**src/rtl/chip8_mem_arbiter_pkg.sv**
```systemverilog
// Shared definitions for the CHIP-8 memory arbiters: arbiter state encoding,
// requester index map and default geometry of the two RAMs.
package chip8_mem_pkg;

    typedef enum logic [0:0] {
        ARB_IDLE   = 1'b0,
        ARB_LOCKED = 1'b1
    } arb_state_t;

    // Requester index map; lower index means higher fixed priority.
    localparam int REQ_HOST = 0;
    localparam int REQ_CPU  = 1;
    localparam int REQ_DISP = 2;

    // Default address/data widths of the two RAMs behind an arbiter.
    localparam int CHIP_RAM_AW = 12;
    localparam int CHIP_RAM_DW = 8;
    localparam int DISP_RAM_AW = 8;
    localparam int DISP_RAM_DW = 8;

    // Bits needed to hold values 0..max_val, never less than one bit.
    function automatic int width_for(input int max_val);
        return (max_val > 0) ? $clog2(max_val + 1) : 1;
    endfunction

endpackage

```
**src/rtl/chip8_mem_arbiter_rd_return_pipe.sv**
```systemverilog
// Read-return tracker: carries {valid, requester id} alongside the RAM read
// latency so the returning data can be steered back to its issuer.
module rd_return_pipe #(
    parameter int DEPTH = 1,
    parameter int IDW   = 2
) (
    input  logic           clk,
    input  logic           reset,
    input  logic           i_push,
    input  logic [IDW-1:0] i_id,
    output logic           o_valid,
    output logic [IDW-1:0] o_id
);

    logic [DEPTH-1:0] r_vld;
    logic [IDW-1:0]   r_id [DEPTH];

    // Valid bits shift toward the tail; cleared on reset so in-flight reads vanish.
    always_ff @(posedge clk) begin
        if (reset) begin
            r_vld <= '0;
        end else begin
            r_vld[0] <= i_push;
            for (int i = 1; i < DEPTH; i++) begin
                r_vld[i] <= r_vld[i-1];
            end
        end
    end

    // Requester ids follow the valid bits; only meaningful where valid is set.
    always_ff @(posedge clk) begin
        r_id[0] <= i_id;
        for (int i = 1; i < DEPTH; i++) begin
            r_id[i] <= r_id[i-1];
        end
    end

    assign o_valid = r_vld[DEPTH-1];
    assign o_id    = r_id[DEPTH-1];

endmodule

```
**src/rtl/chip8_mem_arbiter.sv**
```systemverilog
// Single-port RAM arbiter: fixed priority with starvation promotion, burst
// locking, and per-requester routing of read data after the RAM latency.
module chip8_mem_arbiter
    import chip8_mem_pkg::*;
#(
    parameter int NUM_REQ  = 3,
    parameter int AW       = 12,
    parameter int DW       = 8,
    parameter int RD_LAT   = 1,
    parameter int MAX_WAIT = 15
) (
    input  logic                  clk,
    input  logic                  reset,
    input  logic [NUM_REQ-1:0]    req,
    input  logic [NUM_REQ-1:0]    lock,
    input  logic [NUM_REQ-1:0]    we,
    input  logic [NUM_REQ*AW-1:0] addr,
    input  logic [NUM_REQ*DW-1:0] wdata,
    output logic [NUM_REQ-1:0]    gnt,
    output logic [NUM_REQ-1:0]    rvalid,
    output logic [DW-1:0]         rdata,
    output logic [AW-1:0]         ram_a,
    output logic [DW-1:0]         ram_d,
    output logic                  ram_w,
    input  logic [DW-1:0]         ram_q
);

    localparam int IDW = width_for(NUM_REQ - 1);
    localparam int WW  = width_for(MAX_WAIT);
    localparam logic [WW-1:0] WMAX = WW'(MAX_WAIT);

    arb_state_t        r_state;
    logic [IDW-1:0]    r_owner;
    logic [WW-1:0]     r_wait [NUM_REQ];
    logic [AW-1:0]     r_ram_a;
    logic [DW-1:0]     r_ram_d;

    logic              w_win_vld;
    logic [IDW-1:0]    w_win_idx;
    logic              w_prom_vld;
    logic [IDW-1:0]    w_prom_idx;
    logic              w_hold;
    logic              w_gnt_vld;
    logic [IDW-1:0]    w_gnt_idx;
    logic [NUM_REQ-1:0] w_gnt;
    logic [AW-1:0]     w_sel_addr;
    logic [DW-1:0]     w_sel_data;
    logic              w_rd_vld;
    logic [IDW-1:0]    w_rd_id;

    // IDLE winner: a saturated (starved) requester beats plain priority; lowest index wins ties.
    always_comb begin
        w_win_vld  = 1'b0;
        w_win_idx  = '0;
        w_prom_vld = 1'b0;
        w_prom_idx = '0;
        for (int i = NUM_REQ - 1; i >= 0; i--) begin
            if (req[i]) begin
                w_win_vld = 1'b1;
                w_win_idx = IDW'(i);
            end
            if (MAX_WAIT > 0 && req[i] && r_wait[i] == WMAX) begin
                w_prom_vld = 1'b1;
                w_prom_idx = IDW'(i);
            end
        end
        if (w_prom_vld) begin
            w_win_idx = w_prom_idx;
        end
    end

    // An active lock keeps its owner; once it lapses the IDLE winner takes the same cycle.
    assign w_hold    = (r_state == ARB_LOCKED) && req[r_owner] && lock[r_owner];
    assign w_gnt_vld = !reset && (w_hold || w_win_vld);
    assign w_gnt_idx = w_hold ? r_owner : w_win_idx;

    // One-hot grant vector from the selected index.
    always_comb begin
        w_gnt = '0;
        if (w_gnt_vld) begin
            w_gnt[w_gnt_idx] = 1'b1;
        end
    end

    assign gnt        = w_gnt;
    assign w_sel_addr = addr[w_gnt_idx*AW +: AW];
    assign w_sel_data = wdata[w_gnt_idx*DW +: DW];

    // RAM port follows the granted requester; address/data hold when idle.
    assign ram_a = w_gnt_vld ? w_sel_addr : r_ram_a;
    assign ram_d = w_gnt_vld ? w_sel_data : r_ram_d;
    assign ram_w = w_gnt_vld && we[w_gnt_idx];

    // Remember the last driven address/data so the RAM port is stable between grants.
    always_ff @(posedge clk) begin
        if (reset) begin
            r_ram_a <= '0;
            r_ram_d <= '0;
        end else if (w_gnt_vld) begin
            r_ram_a <= w_sel_addr;
            r_ram_d <= w_sel_data;
        end
    end

    // Lock FSM: enter LOCKED when the granted winner asks for a burst.
    always_ff @(posedge clk) begin
        if (reset) begin
            r_state <= ARB_IDLE;
            r_owner <= '0;
        end else if (w_hold) begin
            r_state <= ARB_LOCKED;
        end else if (w_win_vld && lock[w_win_idx]) begin
            r_state <= ARB_LOCKED;
            r_owner <= w_win_idx;
        end else begin
            r_state <= ARB_IDLE;
        end
    end

    // Per-requester starvation counters, saturating at MAX_WAIT.
    always_ff @(posedge clk) begin
        for (int i = 0; i < NUM_REQ; i++) begin
            if (reset || !req[i] || w_gnt[i]) begin
                r_wait[i] <= '0;
            end else if (r_wait[i] != WMAX) begin
                r_wait[i] <= r_wait[i] + 1'b1;
            end
        end
    end

    rd_return_pipe #(
        .DEPTH (RD_LAT),
        .IDW   (IDW)
    ) u_rd_pipe (
        .clk     (clk),
        .reset   (reset),
        .i_push  (w_gnt_vld && !we[w_gnt_idx]),
        .i_id    (w_gnt_idx),
        .o_valid (w_rd_vld),
        .o_id    (w_rd_id)
    );

    // Route the returning read strobe to the requester that issued it.
    always_comb begin
        rvalid = '0;
        if (w_rd_vld && !reset) begin
            rvalid[w_rd_id] = 1'b1;
        end
    end

    assign rdata = ram_q;

endmodule

```
**config.mk**
```make
export PLATFORM = sky130hd
export DESIGN_NAME = chip8_mem_arbiter
export DESIGN_NICKNAME = d
export VERILOG_FILES = /design/src/rtl/chip8_mem_arbiter_pkg.sv /design/src/rtl/chip8_mem_arbiter_rd_return_pipe.sv /design/src/rtl/chip8_mem_arbiter.sv
export SDC_FILE = /design/constraint.sdc
export NUM_CORES = 1
export LEC_CHECK = 0
export CAP_MARGIN = 0
export CORE_MARGIN = 2
export CORE_UTILIZATION = 44
export DETAILED_ROUTE_END_ITERATION = 10
export PLACE_DENSITY = 0.91
export SYNTH_ARGS = -nofsm -noshare
export SYNTH_HDL_FRONTEND = slang
export SYNTH_SLANG_ARGS = --single-unit
```
**constraint.sdc**
```tcl
create_clock -name clk -period 8.1 [get_ports clk]
set_clock_uncertainty 0.05 [all_clocks]
set_input_delay 2.025 -clock clk [delete_from_list [all_inputs] [get_ports clk]]
set_output_delay 2.025 -clock clk [all_outputs]
set_load 0.1 [all_outputs]
```
# --- Yosys cells after proc, flatten, opt, wreduce, memory -nomap -nowiden ---
# Memories as Yosys holds them, arrays and structs flattened.
# Cells that the tools add are included.
# W data, S select, Z words.
totals:
  elab_cells: 104
  input_bits: 79
  n_memories: 2
  ram_bits: 14
  output_inout_bits: 35
  register_bits: 24
mem_list:
  columns: ["name", "words", "word_bits", "rd", "rd_clocked_by_memory_dff", "write_ports", "line", "rtl"]
  rows:
  - ["r_wait", 3, 4, 3, 0, 3, "chip8_mem_arbiter.sv:34", "logic [WW-1:0] r_wait [NUM_REQ];"]
  - ["u_rd_pipe.r_id", 1, 2, 1, 0, 1, "chip8_mem_arbiter_rd_return_pipe.sv:16", "logic [IDW-1:0] r_id [DEPTH];"]
op_classes:
  n_bitwise: 4
  n_reduce_logical: 25
  add_sub_neg: 3
  eq_ne: 6
  n_mux: 50
  n_lt_le_gt_ge: 6
  multipliers: 1
  n_shift: 2
ops:
  columns: ["op", "n"]
  rows:
  - ["$shiftx A36 B7 Y12", 1]
  - ["$mux W1", 29]
  - ["$shiftx A24 B6 Y8", 1]
  - ["$mux W2", 8]
  - ["$add A4 B1 Y4 const B", 3]
  - ["$eq A4 B4 Y1 const B", 3]
  - ["$logic_and A1 B1 Y1", 12]
  - ["$lt A2 B3 Y1 const B", 4]
  - ["$mux W12", 1]
  - ["$mux W4", 3]
  - ["$ne A4 B4 Y1 const B", 3]
  - ["$bmux W1 S2", 4]
  - ["$mux W8", 1]
  - ["$logic_or A1 B1 Y1", 7]
  - ["$mux W3", 2]
  - ["$logic_not A1 Y1", 5]
  - ["$demux W1 S2", 2]
  - ["$ge A2 B1 Y1 const B", 2]
  - ["$mul A2 B2 Y4 const B", 1]
  - ["$or A1 B1 Y1", 3]
  - ["$reduce_and A2 Y1", 1]
  - ["$not A1 Y1", 1]

# --- Depth between registers and ports, before layout ---
# Gate-level depths: netlist of run 1.
# An unclocked memory read counts as a cell.
logic_depth:
  word_depth: 17
  mapped_depth: 10
  mapped_depth_nobuf: 8

# --- Modules after synthesis ---
# A second synthesis of run 1 with hierarchy kept.
hier_totals:
  cells_unflattened: 253
  area_unflattened_um2: 2416.1
modules_own_cells:
  columns: ["mod", "instances", "cells_each", "area_per_inst_um2", "seq_area_each_um2"]
  rows:
  - ["chip8_mem_arbiter", 1, 249, 2342.2, 820.8]
  - ["rd_return_pipe", 1, 4, 73.8, 60.1]

# --- Least setup slack after synthesis of run 1 ---
# No wires, ideal clock.
synth_path:
  kind: "input-to-output"
  from: "input reset"
  to: "output rvalid[0]"
  t_required_ns: 6.025
  path_buffers: 1
  stages: 2
  t_arrival_ns: 5.377
  setup_slack_ns: 0.648
  path_cell_list: "clkbuf_1 -> nor4b_1"
synth_via:
  elab_chain_cells: 3
synth_rtl:
  columns: ["item", "line", "rtl"]
  rows:
  - ["from (decl)", "chip8_mem_arbiter.sv:13", "input logic reset,"]
  - ["$logic_not A1 Y1", "chip8_mem_arbiter.sv:146", "if (w_rd_vld && !reset) begin"]
  - ["$logic_and A1 B1 Y1", "chip8_mem_arbiter.sv:146", null]
  - ["$mux W3", "chip8_mem_arbiter.sv:146", null]
  - ["to (decl)", "chip8_mem_arbiter.sv:20", "output logic [NUM_REQ-1:0] rvalid,"]
# No other way between the ends.

# --- Worst setup path in the final report of run 1 ---
layout_path:
  from: "input req[1]"
  to: "output ram_d[2]"
layout_via:
  elab_chain_cells: 7
  elab_cells_between_ends: 19
  cone_classes: "shift: 1; mux: 13; reduce/logical: 5"
layout_rtl:
  columns: ["item", "line", "rtl"]
  rows:
  - ["from (decl)", "chip8_mem_arbiter.sv:14", "input logic [NUM_REQ-1:0] req,"]
  - ["$bmux W1 S2 or $logic_and A1 B1 Y1 (tied branches)", "chip8_mem_arbiter.sv:73, chip8_mem_arbiter.sv:62", null]
  - ["$mux W1 (implied by the code), or another cell as far along", "chip8_mem_arbiter.sv:73", "assign w_hold = (r_state == ARB_LOCKED) && req[r_owner] && lock[r_owner];"]
  - ["$logic_and A1 B1 Y1, or another cell as far along", "chip8_mem_arbiter.sv:73", null]
  - ["$logic_and A1 B1 Y1 or $mux W2 (tied branches)", "chip8_mem_arbiter.sv:73, chip8_mem_arbiter.sv:67", null]
  - ["$mux W2 or $logic_or A1 B1 Y1 (tied branches)", "chip8_mem_arbiter.sv:75, chip8_mem_arbiter.sv:74", null]
  - ["$shiftx A24 B6 Y8 or $logic_and A1 B1 Y1 (tied branches)", "chip8_mem_arbiter.sv:87, chip8_mem_arbiter.sv:74", null]
  - ["$mux W8 (*)", null, null]
  - ["to (decl)", "chip8_mem_arbiter.sv:23", "output logic [DW-1:0] ram_d,"]
# Every way passes the cells marked *; elsewhere a longest branch is shown, timed or not. The select of a mux whose other input is x is not followed.

==> results of run 1 <==
[worst max-delay path by stage]
stage	from	to	slack, ns	cells after the start
after floorplan	reset	rvalid[0]	0.65	2
after global placement	req[2]	ram_a[11]	1.30	8
after detailed placement	req[1]	ram_d[2]	1.25	8
after CTS	req[1]	ram_d[2]	1.24	8
after global routing	req[1]	ram_d[1]	1.06	8
final	req[1]	ram_d[2]	1.21	8
[state kept, by name, summed over array words and instances (netlist names)]
register           count
r_ram_d                8
r_wait                12
r_ram_a               12
r_state                1
u_rd_pipe.o_valid      1
u_rd_pipe.r_id         2
r_owner                2
[logic make-up after synthesis]
logic type | after synthesis | synth area share
AO/OA/AOI/OAI | 77 | 0.3031
XOR/XNOR | 6 | 0.02214
adder cells (fa/ha/maj) | 3 | 0.01582
buffers and inverters | 32 | 0.07748
flip-flops | 38 | 0.3711
multiplexers | 3 | 0.01476
AND/OR/NAND/NOR | 92 | 0.1956
[power breakdown]
| part | total, uW | switching (uW) | internal [uW] |
|---|---|---|---|
| Clock | 122 | 62.6 | 59.1 |
| Sequential | 211 | 4.51 | 207 |
| Combinational | 238 | 162 | 76.0 |
| Total | 571 | 229 | 342 |
[synthesized netlist by cell type, types with 2 or more instances]
cell | n | share of area
nand2_1 | 43 | 0.068
dfxtp_1 | 26 | 0.22
a21oi_1 | 24 | 0.051
a2bb2oi_1 | 20 | 0.074
a32oi_2 | 19 | 0.13
edfxtp_1 | 12 | 0.15
clkbuf_1 | 9 | 0.014
buf_4 | 8 | 0.025
nand3_1 | 8 | 0.017
nor2_1 | 7 | 0.011
and3_1 | 6 | 0.016
nor3_1 | 6 | 0.013
buf_6 | 4 | 0.019
inv_1 | 4 | 0.0063
nor3b_1 | 4 | 0.013
and2_1 | 3 | 0.0079
buf_1 | 3 | 0.0047
clkbuf_2 | 3 | 0.0063
ha_1 | 3 | 0.016
xnor2_1 | 3 | 0.011
xor2_1 | 3 | 0.011
a31oi_1 | 2 | 0.0053
nand3b_1 | 2 | 0.0063
nand4b_1 | 2 | 0.0074
nor4bb_1 | 2 | 0.0084
or2_2 | 2 | 0.0053
[layout make-up]
type | count | area share
timing repair buffer | 99 | 0.2797
tap | 70 | 0.02645
clock buffer | 6 | 0.02192
multi-input combinational | 181 | 0.3976
sequential | 38 | 0.2661
clock inverter | 2 | 0.002645
inverter | 5 | 0.005669
[stage by stage]
step	instances	setup WS (ns)	util	total power, uW
floorplan	251	0.6476	-	401.7
global placement	393	1.302	0.6243	450.0
detailed placement	393	1.251	0.6243	453.4
CTS	401	1.241	0.6401	576.0
global route	401	1.063	0.6401	595.0
finish	401	1.206	0.6401	571.1
[worst reg2reg max path: stages (launching register included)]
cell	delay [ns]
edfxtp_1	0.42
ha_1	0.25
and3_1	0.22
a31oi_1	0.25
o2111ai_1	0.21
a21oi_4	0.74
nor3b_1	0.20
nand2_1	0.23
[metal layers]
metal / vias to the layer above / wire length (um)
met5: - / 0
met2: 78 / 3008
met3: 18 / 380
li1: 1090 / -
met1: 1041 / 2604
met4: 0 / 170
==> metrics.csv, run 1 <==
stage,metric,value,unit
timing,fmax,145.1,MHz
timing,hold_violations,0,
clock_tree,cts_buffers,5,
synth,synth_ff_type,dfxtp_1,
global_routing,grt_pass1_vias,2245,
finish,syn_to_final_growth,39.48,%
clock_tree,clkSlewWorstSetupHoldPaths,0.07,ns
global_routing,antenna_found_initial,0,
synth,synth_edf_count,12,
status,run_status,completed,
global_routing,grt_max_degree,42,
die,start_util,0.4589,
critical_path,slowest_stage,a21oi_4,
finish,ff_latch_area,880.8,sq um
critical_path,cp-end-kind,output port,
finish,final_common_cell,clkdlybuf4s50_1,
detailed_routing,drc_errors,0,
clock_tree,cts_tree,built,
critical_path,r2r_cells,7,
die,die_h,77.45,um
synth,yosysSeqAreaShare,0.3711,
detailed_routing,drtAntennaViolNets,0,
worst_hold_path,hold_path_class,reg2reg,
critical_path,regToRegEndpoint,r_wait[0][2]$_SDFFCE_PN0P_,
place,dp_hpwl,4.508,mm
timing,min_period_over_period,0.8511,
critical_path,timing.rr.start,r_wait[2][0]$_SDFFCE_PN0P_,
clock_tree,cts-root-buf,clkbuf_8,
finish,final_design_area_no_fill,3311,sq um
clock_tree,cts_max_level,2,
synth,synth_warnings,0,
critical_path,crit_family,compound AO/OA/AOI/OAI gates,
synth,synth_cells,251,
place,placed_area,3229,sq um
place,io_buffers,97,
finish,final_cell_mix,"clkdlybuf4s50_1 (73), nand2_1 (43), buf_4 (26), dfxtp_1 (26), a21oi_1 (24)",
finish,n_antenna_cell,0,
timing,setup_viol,0,
detailed_routing,via_count,2227,
worst_hold_path,hold_depth,2,
worst_hold_path,hold_end,r_ram_d[5]$_SDFF_PP0_,
synth,syn-cell-area,2374,sq um
global_routing,top_usage_layer,met2,
critical_path,criticalPathCategory,in2out,
critical_path,cpPeakStageDelay,0.70,ns
power,ir_drop,0.1012,mV
place,gp_congestion,0.7760,
detailed_routing,drt_pre_antenna_iters,4,
clock_tree,ctsHoldBuffers,0,
critical_path,reg2reg_slack,5.25,ns
die,core,5172,sq um
global_routing,grt_use_met2,0.3617,
critical_path,startpoint_type,input pin,
detailed_routing,vias_per_cell,5.554,
clock_tree,cts.sinks,38,
synth,synth_nets,333,
synth,synth_seq_cells,38,
timing,post-route-min-period,6.894,ns
clock_tree,postCtsSetupRepairBufs,0,
global_routing,grt.overflow.total,0,
clock_tree,cts_resized,0,
die,dieArea,5998,sq um
detailed_routing,wirelength,6.164,mm
timing,setup_tns,0,ns
power,cellLeakagePower,0.001355,uW
synth,ys_async_sr_fraction,0,
global_routing,track_usage,0.2043,
synth,synth_cell_type_count,49,
die,fp.dieW,77.45,um
timing,holdWs,0.4818,ns
job,cap_viol_max_count,0,
die,core.rowCount,26,
detailed_routing,routedWlPerCell,15.37,um
clock_tree,cts_buffer_depth,2,
timing,final_max_slew_viol_count,0,
power,p_per_area,172.5,nW/um^2
timing,slew_headroom,0.2614,
global_routing,grt_pass1_wl,10.03,mm
timing,rsz0062_at_grt,no,
die,pin_count,114,
global_routing,grt_util_met1,0.2304,
finish,finalNetCount,412,
finish,multiInputGateArea,1316,sq um
finish,layout-drive-gt1-share,0.1813,
critical_path,crit_arrival,4.82,ns
finish,fillers,452,
timing,tightest_slew,1.105,ns
detailed_routing,drt_iter0_drc,94,
worst_hold_path,hold_start,r_ram_d[5]$_SDFF_PP0_,
synth,synth.avg_cell_area,9.456,sq um
clock_tree,clkLatencyLatePin,0.28,ns
global_routing,grt_util_met3,0.05233,
critical_path,critPathBufInv,2,
critical_path,path_max_fanout,22,
critical_path,path_cells,"clkdlybuf4s50_1, nand4b_1, o31a_1, or4_4, a21oi_4, a32oi_2, nand2_1, buf_4",
critical_path,critPathRequiredTime,6.03,ns
Power figures use the tool's default switching activity.
==> run 2: changes to the inputs <==
Clock period 8.1 ns to 8.7 ns, I/O delays scaled along.
==> metrics.csv, run 2 (synthesized netlist as in run 1, its figures left out) <==
stage,metric,value,unit,change
job,cap_viol_max_count,0,,unchanged
clock_tree,ctsHoldBuffers,0,,unchanged
finish,syn_to_final_growth,39.54,%,was 39.48%
critical_path,crit_arrival,4.93,ns,was 4.82 ns
place,dp_hpwl,4.392,mm,was 4.508 mm
detailed_routing,routedWlPerCell,15.22,um,was 15.37 um
detailed_routing,drt_iter0_drc,86,,was 94
die,fp.dieW,77.45,um,unchanged
timing,rsz0062_at_grt,no,,unchanged
critical_path,reg2reg_slack,5.82,ns,was 5.25 ns
clock_tree,cts_resized,0,,unchanged
die,start_util,0.4589,,unchanged
global_routing,grt_pass1_vias,2303,,was 2245
die,dieArea,5998,sq um,unchanged
timing,final_max_slew_viol_count,0,,unchanged
critical_path,criticalPathCategory,in2out,,unchanged
global_routing,grt_pass1_wl,9.901,mm,was 10.03 mm
critical_path,startpoint_type,input pin,,unchanged
timing,hold_violations,0,,unchanged
clock_tree,cts.sinks,38,,unchanged
global_routing,grt.overflow.total,0,,unchanged
finish,top_regs,"r_ram_a: 12 flops, r_wait: 12 flops, r_ram_d: 8 flops",,unchanged
detailed_routing,drc_errors,0,,unchanged
finish,final_cell_mix,"clkdlybuf4s50_1 (73), nand2_1 (43), buf_4 (26), dfxtp_1 (26), a21oi_1 (24)",,unchanged
die,core.rowCount,26,,unchanged
critical_path,path_max_fanout,22,,unchanged
power,cellLeakagePower,0.001358,uW,was 0.001355 uW
timing,min_period_over_period,0.8226,,
critical_path,cp-end-kind,output port,,unchanged
worst_hold_path,hold_path_class,reg2reg,,unchanged
timing,setup_tns,0,ns,unchanged
timing,holdWs,0.4874,ns,was 0.4818 ns
finish,ff_latch_area,880.8,sq um,unchanged
place,dp_cells,393,,unchanged
clock_tree,cts_buffers,5,,unchanged
place,io_buffers,97,,unchanged
status,run_status,completed,,unchanged
detailed_routing,drtAntennaViolNets,0,,unchanged
detailed_routing,drt_pre_antenna_iters,4,,unchanged
critical_path,regToRegEndpoint,r_wait[0][1]$_SDFFCE_PN0P_,,was r_wait[0][2]$_SDFFCE_PN0P_
die,die_h,77.45,um,unchanged
finish,post_layout_nonfiller_instances,401,,unchanged
finish,layout-drive-gt1-share,0.1843,,was 0.1813
finish,fillers,428,,was 452
clock_tree,clkLatencyLatePin,0.29,ns,was 0.28 ns
finish,final_common_cell,clkdlybuf4s50_1,,unchanged
critical_path,timing.rr.start,r_wait[2][0]$_SDFFCE_PN0P_,,unchanged
place,gp_congestion,0.8103,,was 0.7760
timing,setup_viol,0,,unchanged
power,ir_drop,0.09763,mV,was 0.1012 mV
power,p_per_area,161.0,nW/um^2,was 172.5 nW/um^2
timing,fmax,139.7,MHz,
die,core,5172,sq um,unchanged
finish,finalNetCount,412,,unchanged
global_routing,antenna_found_initial,0,,unchanged
die,pin_count,114,,unchanged
finish,multiInputGateArea,1316,sq um,unchanged
clock_tree,cts_tree,built,,unchanged
global_routing,grt_max_degree,42,,unchanged
timing,post-route-min-period,7.157,ns,
finish,n_antenna_cell,0,,unchanged
clock_tree,cts_max_level,2,,unchanged
detailed_routing,wirelength,6.103,mm,was 6.164 mm
clock_tree,clkSlewWorstSetupHoldPaths,0.07,ns,about the same
timing,tightest_slew,1.140,ns,was 1.105 ns
detailed_routing,via_count,2223,,was 2227
detailed_routing,vias_per_cell,5.544,,was 5.554
timing,slew_headroom,0.2383,,was 0.2614
worst_hold_path,hold_start,r_ram_a[5]$_SDFF_PP0_,,was r_ram_d[5]$_SDFF_PP0_
worst_hold_path,hold_depth,2,,unchanged
clock_tree,postCtsSetupRepairBufs,0,,unchanged
global_routing,track_usage,0.2015,,was 0.2043
critical_path,r2r_cells,7,,unchanged
clock_tree,cts-root-buf,clkbuf_8,,unchanged
worst_hold_path,hold_end,r_ram_a[5]$_SDFF_PP0_,,was r_ram_d[5]$_SDFF_PP0_
clock_tree,cts_buffer_depth,2,,unchanged
critical_path,critPathRequiredTime,6.48,ns,was 6.03 ns
## run 2: final cells by class
cell class,count,share of cell area
Sequential cell,38,0.2660
Inverter,5,0.005667
Tap cell,70,0.02645
Clock buffer,6,0.02191
Timing Repair Buffer,99,0.2796
Multi-Input combinational cell,181,0.3974
Clock inverter,2,0.003022
## run 2: power breakdown
| group | switching [uW] | total, uW | internal [uW] |
|---|---|---|---|
| logic | 150 | 221 | 70.8 |
| clock network | 59.9 | 115 | 55.5 |
| registers | 4.41 | 197 | 192 |
## run 2: worst max path at each step
stage	end	start	slack [ns]
6_report	ram_d[2]	req[1]	1.54
5_1_grt	ram_d[1]	req[1]	1.40
4_1_cts	ram_d[5]	req[1]	1.57
3_5_place_dp	ram_d[5]	req[1]	1.58
3_3_place_gp	ram_a[11]	req[2]	1.60
2_1_floorplan	rvalid[0]	reset	0.95
## run 2: metal layers
metal / GRT usage / vias up / routed length (um)
met2: 0.3774 / 79 / 3165
li1: - / 1090 / -
met4: 0.06429 / 0 / 56
met1: 0.2140 / 1047 / 2411
met3: 0.06163 / 7 / 470
met5: 0 / - / 0
## run 2: worst max-delay path, cell delays in order
cell,delay (ns)
clkdlybuf4s50_1,0.65
nand4b_1,0.17
o31a_1,0.18
or4_4,0.51
a21oi_4,0.70
a32oi_2,0.11
nand2_1,0.14
buf_4,0.30
## run 2: stage by stage
stage                     cell area (sq um)  setup slack (ns)  total power [uW]    util
after floorplan                        2374            0.9476             374.0       -
after global placement                 3229             1.604             418.8  0.6243
after detailed placement               3229             1.579             421.3  0.6243
after CTS                              3312             1.566             537.0  0.6403
after global routing                   3312             1.404             552.8  0.6403
final                                  3312             1.543             533.1  0.6403
